--- config.mk ---
export PLATFORM = sky130hd
export DESIGN_NAME = mmio_fabric_flat
export DESIGN_NICKNAME = d
export VERILOG_FILES = /design/src/rtl/mmio_pkg.sv /design/src/rtl/mmio_fabric_if.sv /design/src/rtl/mmio_decoder.sv /design/src/rtl/mmio_fabric.sv /design/src/flat_wrapper.sv
export SDC_FILE = /design/constraint.sdc
export NUM_CORES = 1
export LEC_CHECK = 0
export ABC_AREA = 0
export CAP_MARGIN = 0
export CORE_ASPECT_RATIO = 1.75
export CORE_UTILIZATION = 30
export DETAILED_ROUTE_END_ITERATION = 16
export PLACE_DENSITY = 0.74
export SLEW_MARGIN = 20
export SYNTH_ARGS = -nofsm -noshare
export SYNTH_HDL_FRONTEND = slang
export SYNTH_HIERARCHICAL = 1
export SYNTH_SLANG_ARGS = --single-unit
--- constraint.sdc ---
create_clock -name clk -period 6.9 [get_ports clk]
set_input_delay 1.38 -clock clk [delete_from_list [all_inputs] [get_ports clk]]
set_output_delay 1.38 -clock clk [all_outputs]
set_load 0.02 [all_outputs]
--- src/rtl/mmio_pkg.sv ---
// Shared types and constants for the MMIO fabric.
// Holds the FSM state enum, error data and decode helpers.
package mmio_pkg;

  typedef enum logic [1:0] {
    IDLE,
    WAIT,
    DONE
  } mmio_state_t;

  localparam logic [31:0] ERR_DATA = 32'hDEAD_BEEF;
  localparam logic [31:0] DEF_MMIO_BASE = 32'hFFFF_0000;

  function automatic int sel_w(input int n);
    return $clog2(n);
  endfunction

endpackage

--- src/rtl/mmio_fabric_if.sv ---
// Slave-side bus of the MMIO fabric: one-hot req, broadcast we/addr/wdata,
// flattened per-slave rdata and per-slave ack.
interface mmio_fabric_if #(
  parameter int NUM_SLAVES = 4,
  parameter int DATA_W = 32,
  parameter int ADDR_W = 32
);

  logic [NUM_SLAVES-1:0] req;
  logic we;
  logic [ADDR_W-1:0] addr;
  logic [DATA_W-1:0] wdata;
  logic [NUM_SLAVES*DATA_W-1:0] rdata;
  logic [NUM_SLAVES-1:0] ack;

  modport master (
    output req, we, addr, wdata,
    input rdata, ack
  );

  modport slave (
    input req, we, addr, wdata,
    output rdata, ack
  );

endinterface

--- src/rtl/mmio_decoder.sv ---
// Combinational address decode: MMIO window match and slave index.
// in: dataadr; out: sel (0 outside the window).
module mmio_decoder
  import mmio_pkg::*;
#(
  parameter int ADDR_W = 32,
  parameter logic [31:0] MMIO_BASE = DEF_MMIO_BASE,
  parameter int SEL_LSB = 8,
  parameter int NUM_SLAVES = 4,
  localparam int SW = sel_w(NUM_SLAVES)
) (
  input  logic [ADDR_W-1:0] dataadr,
  output logic [SW-1:0]     sel
);

  logic hit;
  logic unused;

  assign hit = dataadr[ADDR_W-1 -: 16] == MMIO_BASE[31:16];
  assign sel = hit ? dataadr[SEL_LSB +: SW] : '0;
  assign unused = ^dataadr;

endmodule

--- src/rtl/mmio_fabric.sv ---
// MMIO interconnect: core data port to N req/ack slaves with timeout.
// Ports: core strobes/addr/data, stall, slave bus (master modport), err status.
module mmio_fabric
  import mmio_pkg::*;
#(
  parameter int NUM_SLAVES = 4,
  parameter int DATA_W = 32,
  parameter int ADDR_W = 32,
  parameter logic [31:0] MMIO_BASE = DEF_MMIO_BASE,
  parameter int SEL_LSB = 8,
  parameter int TIMEOUT = 15
) (
  input  logic              clk,
  input  logic              reset,
  input  logic              memwrite,
  input  logic              memread,
  input  logic [ADDR_W-1:0] dataadr,
  input  logic [DATA_W-1:0] writedata,
  output logic [DATA_W-1:0] readdata,
  output logic              stall,
  mmio_fabric_if.master     bus,
  output logic              err_flag,
  output logic [ADDR_W-1:0] err_addr,
  input  logic              err_clr
);

  localparam int SW = sel_w(NUM_SLAVES);
  localparam int CW = 8;

  mmio_state_t state_q, state_d;

  logic [SW-1:0] sel, sel_q;
  logic [CW-1:0] cnt_q;
  logic [DATA_W-1:0] rdata_q;
  logic [NUM_SLAVES-1:0] req_q;
  logic we_q;
  logic [ADDR_W-1:0] addr_q;
  logic [DATA_W-1:0] wdata_q;
  logic eflag_q;
  logic [ADDR_W-1:0] eaddr_q;

  logic access, start, ack_hit, tmo;
  logic done_ack, done_tmo;

  mmio_decoder #(
    .ADDR_W(ADDR_W),
    .MMIO_BASE(MMIO_BASE),
    .SEL_LSB(SEL_LSB),
    .NUM_SLAVES(NUM_SLAVES)
  ) u_dec (
    .dataadr(dataadr),
    .sel(sel)
  );

  assign access = memwrite | memread;
  assign start = (state_q == IDLE) & access;
  assign ack_hit = bus.ack[sel_q];
  // Counter value one short of TIMEOUT means this WAIT cycle is the last.
  assign tmo = cnt_q == CW'(TIMEOUT - 1);
  assign done_ack = (state_q == WAIT) & ack_hit;
  assign done_tmo = (state_q == WAIT) & ~ack_hit & tmo;

  always_comb begin
    state_d = state_q;
    unique case (state_q)
      IDLE: if (access) state_d = WAIT;
      WAIT: if (ack_hit || tmo) state_d = DONE;
      DONE: state_d = IDLE;
      default: state_d = IDLE;
    endcase
  end

  always_ff @(posedge clk or posedge reset) begin
    if (reset) state_q <= IDLE;
    else state_q <= state_d;
  end

  always_ff @(posedge clk or posedge reset) begin
    if (reset) begin
      sel_q <= '0;
      cnt_q <= '0;
      rdata_q <= '0;
      req_q <= '0;
      we_q <= 1'b0;
      addr_q <= '0;
      wdata_q <= '0;
    end else begin
      if (start) begin
        sel_q <= sel;
        addr_q <= dataadr;
        wdata_q <= writedata;
        we_q <= memwrite;
        req_q <= NUM_SLAVES'(1) << sel;
        cnt_q <= '0;
      end
      if (done_ack) begin
        rdata_q <= we_q ? '0
          : bus.rdata[int'(sel_q)*DATA_W +: DATA_W];
        req_q <= '0;
      end else if (state_q == WAIT) begin
        if (cnt_q != CW'(TIMEOUT)) cnt_q <= cnt_q + 1'b1;
        if (tmo) begin
          req_q <= '0;
          rdata_q <= DATA_W'(ERR_DATA);
        end
      end
    end
  end

  // err_clr wins over a timeout completing in the same cycle.
  always_ff @(posedge clk or posedge reset) begin
    if (reset) begin
      eflag_q <= 1'b0;
      eaddr_q <= '0;
    end else if (err_clr) begin
      eflag_q <= 1'b0;
      eaddr_q <= '0;
    end else if (done_tmo && !eflag_q) begin
      eflag_q <= 1'b1;
      eaddr_q <= addr_q;
    end
  end

  assign stall = access & (state_q != DONE);
  assign readdata = rdata_q;
  assign err_flag = eflag_q;
  assign err_addr = eaddr_q;
  assign bus.req = req_q;
  assign bus.we = we_q;
  assign bus.addr = addr_q;
  assign bus.wdata = wdata_q;

endmodule

--- src/flat_wrapper.sv ---
// flat-port wrapper written by rule: the top's interface ports become plain ports
module mmio_fabric_flat import mmio_pkg::*;
#(
  parameter int NUM_SLAVES = 4,
  parameter int DATA_W = 32,
  parameter int ADDR_W = 32,
  parameter logic [31:0] MMIO_BASE = DEF_MMIO_BASE,
  parameter int SEL_LSB = 8,
  parameter int TIMEOUT = 15
)
  (clk, reset, memwrite, memread, dataadr, writedata, readdata, stall, err_flag, err_addr, err_clr, bus_req, bus_we, bus_addr, bus_wdata, bus_rdata, bus_ack);
  mmio_fabric_if #(.NUM_SLAVES(NUM_SLAVES), .DATA_W(DATA_W), .ADDR_W(ADDR_W)) bus_i ();
  input  logic clk;
  input  logic reset;
  input  logic memwrite;
  input  logic memread;
  input  logic [ADDR_W-1:0] dataadr;
  input  logic [DATA_W-1:0] writedata;
  output logic [DATA_W-1:0] readdata;
  output logic stall;
  output logic err_flag;
  output logic [ADDR_W-1:0] err_addr;
  input  logic err_clr;
  output wire logic [$bits(bus_i.req)-1:0] bus_req;
  output wire logic [$bits(bus_i.we)-1:0] bus_we;
  output wire logic [$bits(bus_i.addr)-1:0] bus_addr;
  output wire logic [$bits(bus_i.wdata)-1:0] bus_wdata;
  input wire logic [$bits(bus_i.rdata)-1:0] bus_rdata;
  input wire logic [$bits(bus_i.ack)-1:0] bus_ack;
  assign bus_req = bus_i.req;
  assign bus_we = bus_i.we;
  assign bus_addr = bus_i.addr;
  assign bus_wdata = bus_i.wdata;
  assign bus_i.rdata = bus_rdata;
  assign bus_i.ack = bus_ack;
  mmio_fabric #(.NUM_SLAVES(NUM_SLAVES), .DATA_W(DATA_W), .ADDR_W(ADDR_W), .MMIO_BASE(MMIO_BASE), .SEL_LSB(SEL_LSB), .TIMEOUT(TIMEOUT)) u_core (.clk(clk), .reset(reset), .memwrite(memwrite), .memread(memread), .dataadr(dataadr), .writedata(writedata), .readdata(readdata), .stall(stall), .bus(bus_i), .err_flag(err_flag), .err_addr(err_addr), .err_clr(err_clr));
endmodule
==> results of run 1 <==
==> layout make-up <==
class                           instances  area (um2)
Fill cell                            1960       10600
Timing Repair Buffer                  341        3400
Sequential cell                       146        3650
Inverter                                5        23.8
Antenna cell                            1        2.50
Clock buffer                           20         447
Multi-Input combinational cell        397        2750
Clock inverter                         12         229
Tap cell                              292         365
==> logic make-up (layout without fill, tap and decap cells) <==
group	count (synthesis)	after routing	synth area share, %
flops	146	146	55.5
buf+inv	43	378	3.04
simple gates	269	269	18.0
mux	37	37	11.9
other cells	0	1	0
fa+ha+maj	2	2	0.380
xor+xnor	1	1	0.133
compound gates	88	88	11.0
==> flip-flops by register name, indices dropped and copies added (netlist names) <==
name	count
u_core/bus.addr	32
u_core/bus.req	4
u_core/bus.wdata	32
u_core/bus.we	1
u_core/cnt_q	8
u_core/err_addr	32
u_core/err_flag	1
u_core/readdata	32
u_core/sel_q	2
u_core/state_q	2
==> final timing paths <==
check / endpoint / slack (ns) / depth (start not counted)
hold / removal: u_core/bus.wdata[18] / 0.47 / 2
max in group asynchronous: u_core/bus.wdata[27] / 4.08 / 3
min in group asynchronous: u_core/bus.wdata[31] / 1.54 / 2
setup / recovery: stall / 2.86 / 4
setup reg to reg: u_core/readdata[4] / 3.70 / 5
hold reg to reg: u_core/bus.wdata[18] / 0.47 / 2
==> layout by cell type, fill, tap and decap left out, types with 2 or more instances in the layout <==
master and instances:
a21oi_1 8, a22o_1 40, and2_1 2, buf_4 6, bufinv_16 6, clkbuf_1 2, clkbuf_16 17, clkdlybuf4s50_1 335
clkinv_4 2, clkinvlp_4 3, dfrtp_1 145, ha_1 2, inv_1 3, inv_6 2, mux2_2 2, mux2i_1 2
mux4_2 33, nand2_1 212, nand3_1 5, nand3b_1 3, nand4_1 5, nor2_1 2, nor2b_1 25, nor4_1 3
o211ai_1 2, o21ai_0 5, o22a_1 25, o22ai_1 2, or3_1 4
==> power groups by stage <==
stage / Clock (mW) / Combinational, mW / Sequential [mW]
2_1_floorplan: 0 / 0.524 / 1.68
3_3_place_gp: 0 / 1.68 / 1.36
3_5_place_dp: 0 / 1.71 / 1.37
4_1_cts: 1.09 / 1.72 / 1.36
5_1_grt: 1.12 / 1.81 / 1.40
6_report: 1.06 / 1.70 / 1.36
==> synth_stat cells (3+ instances only) <==
library cell | number | share of area [%]
mux4_2 | 33 | 11
nand2_1 | 212 | 12
or3_1 | 5 | 0.48
buf_2 | 7 | 0.53
nor4_1 | 3 | 0.29
a22o_1 | 40 | 5.3
nand3b_1 | 3 | 0.34
clkbuf_1 | 25 | 1.4
nand4_1 | 5 | 0.48
buf_6 | 4 | 0.68
dfrtp_1 | 146 | 56
nand3_1 | 5 | 0.38
nor2b_1 | 25 | 2.4
o22a_1 | 25 | 3.3
a21oi_1 | 8 | 0.61
o21ai_0 | 5 | 0.38
inv_1 | 4 | 0.23
==> routing by layer <==
| layer | up-vias | GRT usage [%] | share of wire, % |
|---|---|---|---|
| li1 | 2693 | - | - |
| met1 | 2850 | 21.8 | 39 |
| met2 | 210 | 33.1 | 52 |
| met3 | 35 | 4.47 | 5.8 |
| met4 | 0 | 8.80 | 3.2 |
| met5 | - | 0 | 0 |
==> worst max-delay path, cell delays in order <==
cell and delay (ns):
clkdlybuf4s50_1 0.48, nor2_1 0.07, a21oi_1 0.12, clkdlybuf4s50_1 0.61
==> metrics.cfg, run 1 <==
[global_route]
grt_antenna_before_repair=1
grt_pass1_vias=5958
grt_pass1_wl_mm=32.7
overflow=0
grt_max_degree=93
track_usage_pct=19.0

[logic_synthesis]
syn_area_um2=6580
ys_ff_latch=146
ys_types=40
synth_area_per_cell_um2=11.2
ys.flop_type=dfrtp_1
netlist_instances=586
ys_seq_area_share_pct=55.5
synth.net_count=789
yosysWarnings=6
async_reset_ff_share_pct=100
synth_edf_count=0

[power_and_ir_drop]
p_leak_nw=4.64
ir_drop_uv=196
total_power_mw=4.12
p_per_area_nw_per_um2=379
cellInternalPower_mw=2.63
switchingPower_mw=1.48
p_sw_share_pct=36.0
p_comb_share_pct=41.2
clkPwrFrac_pct=25.8
pwr-share-seq_pct=33.0

[cells_and_area]
final_util_pct=50.6
layoutNonFillerInstCount=1214
nets=1111
finish.instance_area_um2=10900
drive_gt1_share_pct=9.01
syn2layout_area_growth_pct=65.2

[floorplan]
core_area_um2=21500
die_w_um=114
ios=336
chipHeight_um=198
start_util_pct=30.6
die_area_um2=22600
row_count=71

[clock_network]
cts_num_sinks=146
cts_tree=built
root_buffer=clkbuf_16
htree_levels=4
clk_latency_ns=0.42
cts_made_buffers=17
post_cts_resized=0
hold_buffers=0
cts_setup_buffers=0
cts_buffer_depth=2
cts.clk_slew.worst_paths_ns=0.06

[worst_setup_path]
critPathArrivalTime_ns=2.66
cp-end-kind=output port
required_ns=5.52
regToRegStartpoint=u_core/sel_q[0]
critPathMaxFanout=3
crit_type=primary input to output port
critPathLaunch=memwrite
crit_path_start_kind=primary input

[timing]
slew_viol_final=0
rsz0062_at_grt=false
post-route-period-util_pct=58.6
fmax_mhz=247
maxSlewHeadroom_pct=33.5
hold_violations=0
timing.hold.ws_ns=0.474
min_period_ns=4.04
setup_ws_ns=2.86
setup_viol=0
finClkSkew_ns=0.0130
tightest_slew_ns=0.998
tns_ns=0

[drt]
wl_per_cell_um=17.7
ant_nets=0
routed_wl_mm=21.5
drc=0
vias=5788
drtIter0Drc=279
firstDrtPassIters=4
viasPerCell=4.77

[placement]
place_inst=1181
hpwl_mm=15.6
pre_cts_ws_ns=2.86
port_buffers=335
placed_area_um2=10200
gp_congestion=0.821

[hold_path]
min_from=u_core/bus.wdata[18]
min_path_type=flop to flop

[outcome]
run_status=complete, no violations

[job]
cap_violations=0

No activity file was read; power rests on OpenSTA's default activity.
==> run 2, diff against run 1 <==
Clock period 6.9 ns to 4.24 ns, I/O delays scaled along.
==> run 2 against run 1 <==
Against the previous run: sequential power grew 60%; wire length fell by 3.0%; clock power increased by 42%; critical path depth unchanged; total power increased by 57%; final cell count up 0.16%; critical endpoint unchanged; largest power group unchanged; critical path type unchanged; flip-flop and latch count stayed put; register-to-register slack worse by 2.2 ns.
==> metrics.cfg, run 2 (synthesis gave the netlist of run 1 again) <==
[floorplan]
ios=336  ; unchanged
chipHeight_um=198  ; unchanged
die_w_um=114  ; unchanged
start_util_pct=30.6  ; unchanged
core_area_um2=21500  ; unchanged
row_count=71  ; unchanged
die_area_um2=22600  ; unchanged

[drt]
ant_nets=0  ; unchanged
viasPerCell=4.69  ; -1.5%
drc=0  ; unchanged
routed_wl_mm=20.9  ; -3.0%
drtIter0Drc=243  ; -13%
vias=5709  ; -1.4%
firstDrtPassIters=4  ; unchanged
wl_per_cell_um=17.2  ; -3.2%

[global_route]
grt_antenna_before_repair=1  ; unchanged
track_usage_pct=18.7  ; -0.35 points
grt_max_degree=147  ; +58%
overflow=0  ; unchanged
grt_pass1_wl_mm=32.1  ; -1.6%
grt_pass1_vias=5964  ; +0.10%

[job]
cap_violations=0  ; unchanged

[worst_setup_path]
crit_path_start_kind=primary input
crit_top_cell=clkdlybuf4s50_1
required_ns=3.39  ; -2.13 ns
cp-end-kind=output port
critPathArrivalTime_ns=2.16  ; -0.50 ns
critPathMaxFanout=3  ; unchanged
r2r_slack_ns=1.54  ; -2.16 ns
critPathBufInv=2  ; unchanged
crit_type=primary input to output port
slowest_delay_ns=0.62  ; about the same
crit_chain=clkdlybuf4s50_1 -> nor2_1 -> a21oi_1 -> clkdlybuf4s50_1
critical_path.top_delay_family=buffers and inverters
cp_slowest_cell=clkdlybuf4s50_1

[timing]
maxSlewHeadroom_pct=34.3  ; +0.80 points
min_period_ns=3.00
rsz0062_at_grt=false
hold_violations=0  ; unchanged
timing.hold.ws_ns=0.473  ; -0.00116 ns
setup_viol=0  ; unchanged
tightest_slew_ns=0.986  ; -0.0119 ns
finClkSkew_ns=0.0124  ; -0.000638 ns
post-route-period-util_pct=70.8
slew_viol_final=0  ; unchanged
tns_ns=0  ; unchanged
fmax_mhz=333

[power_and_ir_drop]
p_per_area_nw_per_um2=598  ; +58%
ir_drop_uv=326  ; +66%
p_leak_nw=4.61  ; -0.65%
total_power_mw=6.47  ; +57%

[clock_network]
post_cts_resized=0  ; unchanged
hold_buffers=0  ; unchanged
cts_setup_buffers=0  ; unchanged
cts_buffer_depth=2  ; unchanged
cts_num_sinks=146  ; unchanged
cts_made_buffers=17  ; unchanged
root_buffer=clkbuf_16
cts.clk_slew.worst_paths_ns=0.06  ; about the same
htree_levels=4  ; unchanged
cts_tree=built
clk_latency_ns=0.41  ; about the same

[cells_and_area]
nets=1113  ; +0.18%
final_common_cell=clkdlybuf4s50_1
final_util_pct=50.3  ; -0.26 points
fillers=1931  ; -1.5%
syn2layout_area_growth_pct=64.3
layout_common_cells=335 x clkdlybuf4s50_1, 212 x nand2_1, 145 x dfrtp_1
drive_gt1_share_pct=9.32  ; +0.31 points
layoutNonFillerInstCount=1216  ; +0.16%

[hold_path]
min_path_type=flop to flop

[placement]
place_inst=1183  ; +0.17%
port_buffers=335  ; unchanged
gp_congestion=0.798  ; -2.8%
hpwl_mm=15.3  ; -1.6%

[outcome]
run_status=complete, no violations

[run 2: changes by cell type in the layout (fill, tap and decap cells not counted), sizes merged]
cell	before	now
bufinv	6	2
clkinvlp	3	5
buf	6	8
clkinv	2	3
clkbuf	20	19
inv	6	8
[run 2: layer usage]
metal / global-route usage (%) / share of wire, % / vias up
met1: 21.0 / 37 / 2756
met3: 4.41 / 6.6 / 36
met4: 8.03 / 2.5 / 0
met5: 0 / 0 / -
li1: - / - / 2704
met2: 33.2 / 54 / 213
[run 2: final cells by class]
| type | instances | area, um2 | share of cell area (%) |
|---|---|---|---|
| antenna | 1 | 2.50 | 0.0231 |
| timing repair buffer | 343 | 3430 | 31.7 |
| inverter | 5 | 22.5 | 0.208 |
| clock inverter | 13 | 151 | 1.40 |
| tap | 292 | 365 | 3.38 |
| multi-input combinational | 397 | 2750 | 25.4 |
| clock buffer | 19 | 443 | 4.10 |
| sequential | 146 | 3650 | 33.8 |
[run 2: tightest hold or removal path, delay by kind of cell, from the launching register on]
kind             cells  cell delay, ns
AND/OR/NAND/NOR      2            0.10
flip-flops           1            0.34
[run 2: final timing paths]
check / startpoint / to / depth (start not counted)
worst max-delay path: memwrite / stall / 4
worst min-delay path: u_core/bus.wdata[2] / u_core/bus.wdata[2] / 2
worst max register to register: u_core/sel_q[1] / u_core/err_addr[5] / 4
worst min register to register: u_core/bus.wdata[2] / u_core/bus.wdata[2] / 2
max in group asynchronous: reset / u_core/bus.wdata[8] / 3
min in group asynchronous: reset / u_core/readdata[24] / 3
[run 2: where the power goes]
group,switching [mW],leakage [nW],internal (mW)
Clock,0.612,0.277,0.893
Sequential,0.300,1.85,1.87
Combinational,1.49,2.48,1.30
Total,2.40,4.61,4.06
[run 2: per-stage QoR]
stage | setup slack, ns | cell area (um2)
after global placement | 1.21 | 10200
after detailed placement | 1.11 | 10200
after floorplan | 1.56 | 6580
after global routing | 1.20 | 10800
final | 1.24 | 10800
after CTS | 1.24 | 10800
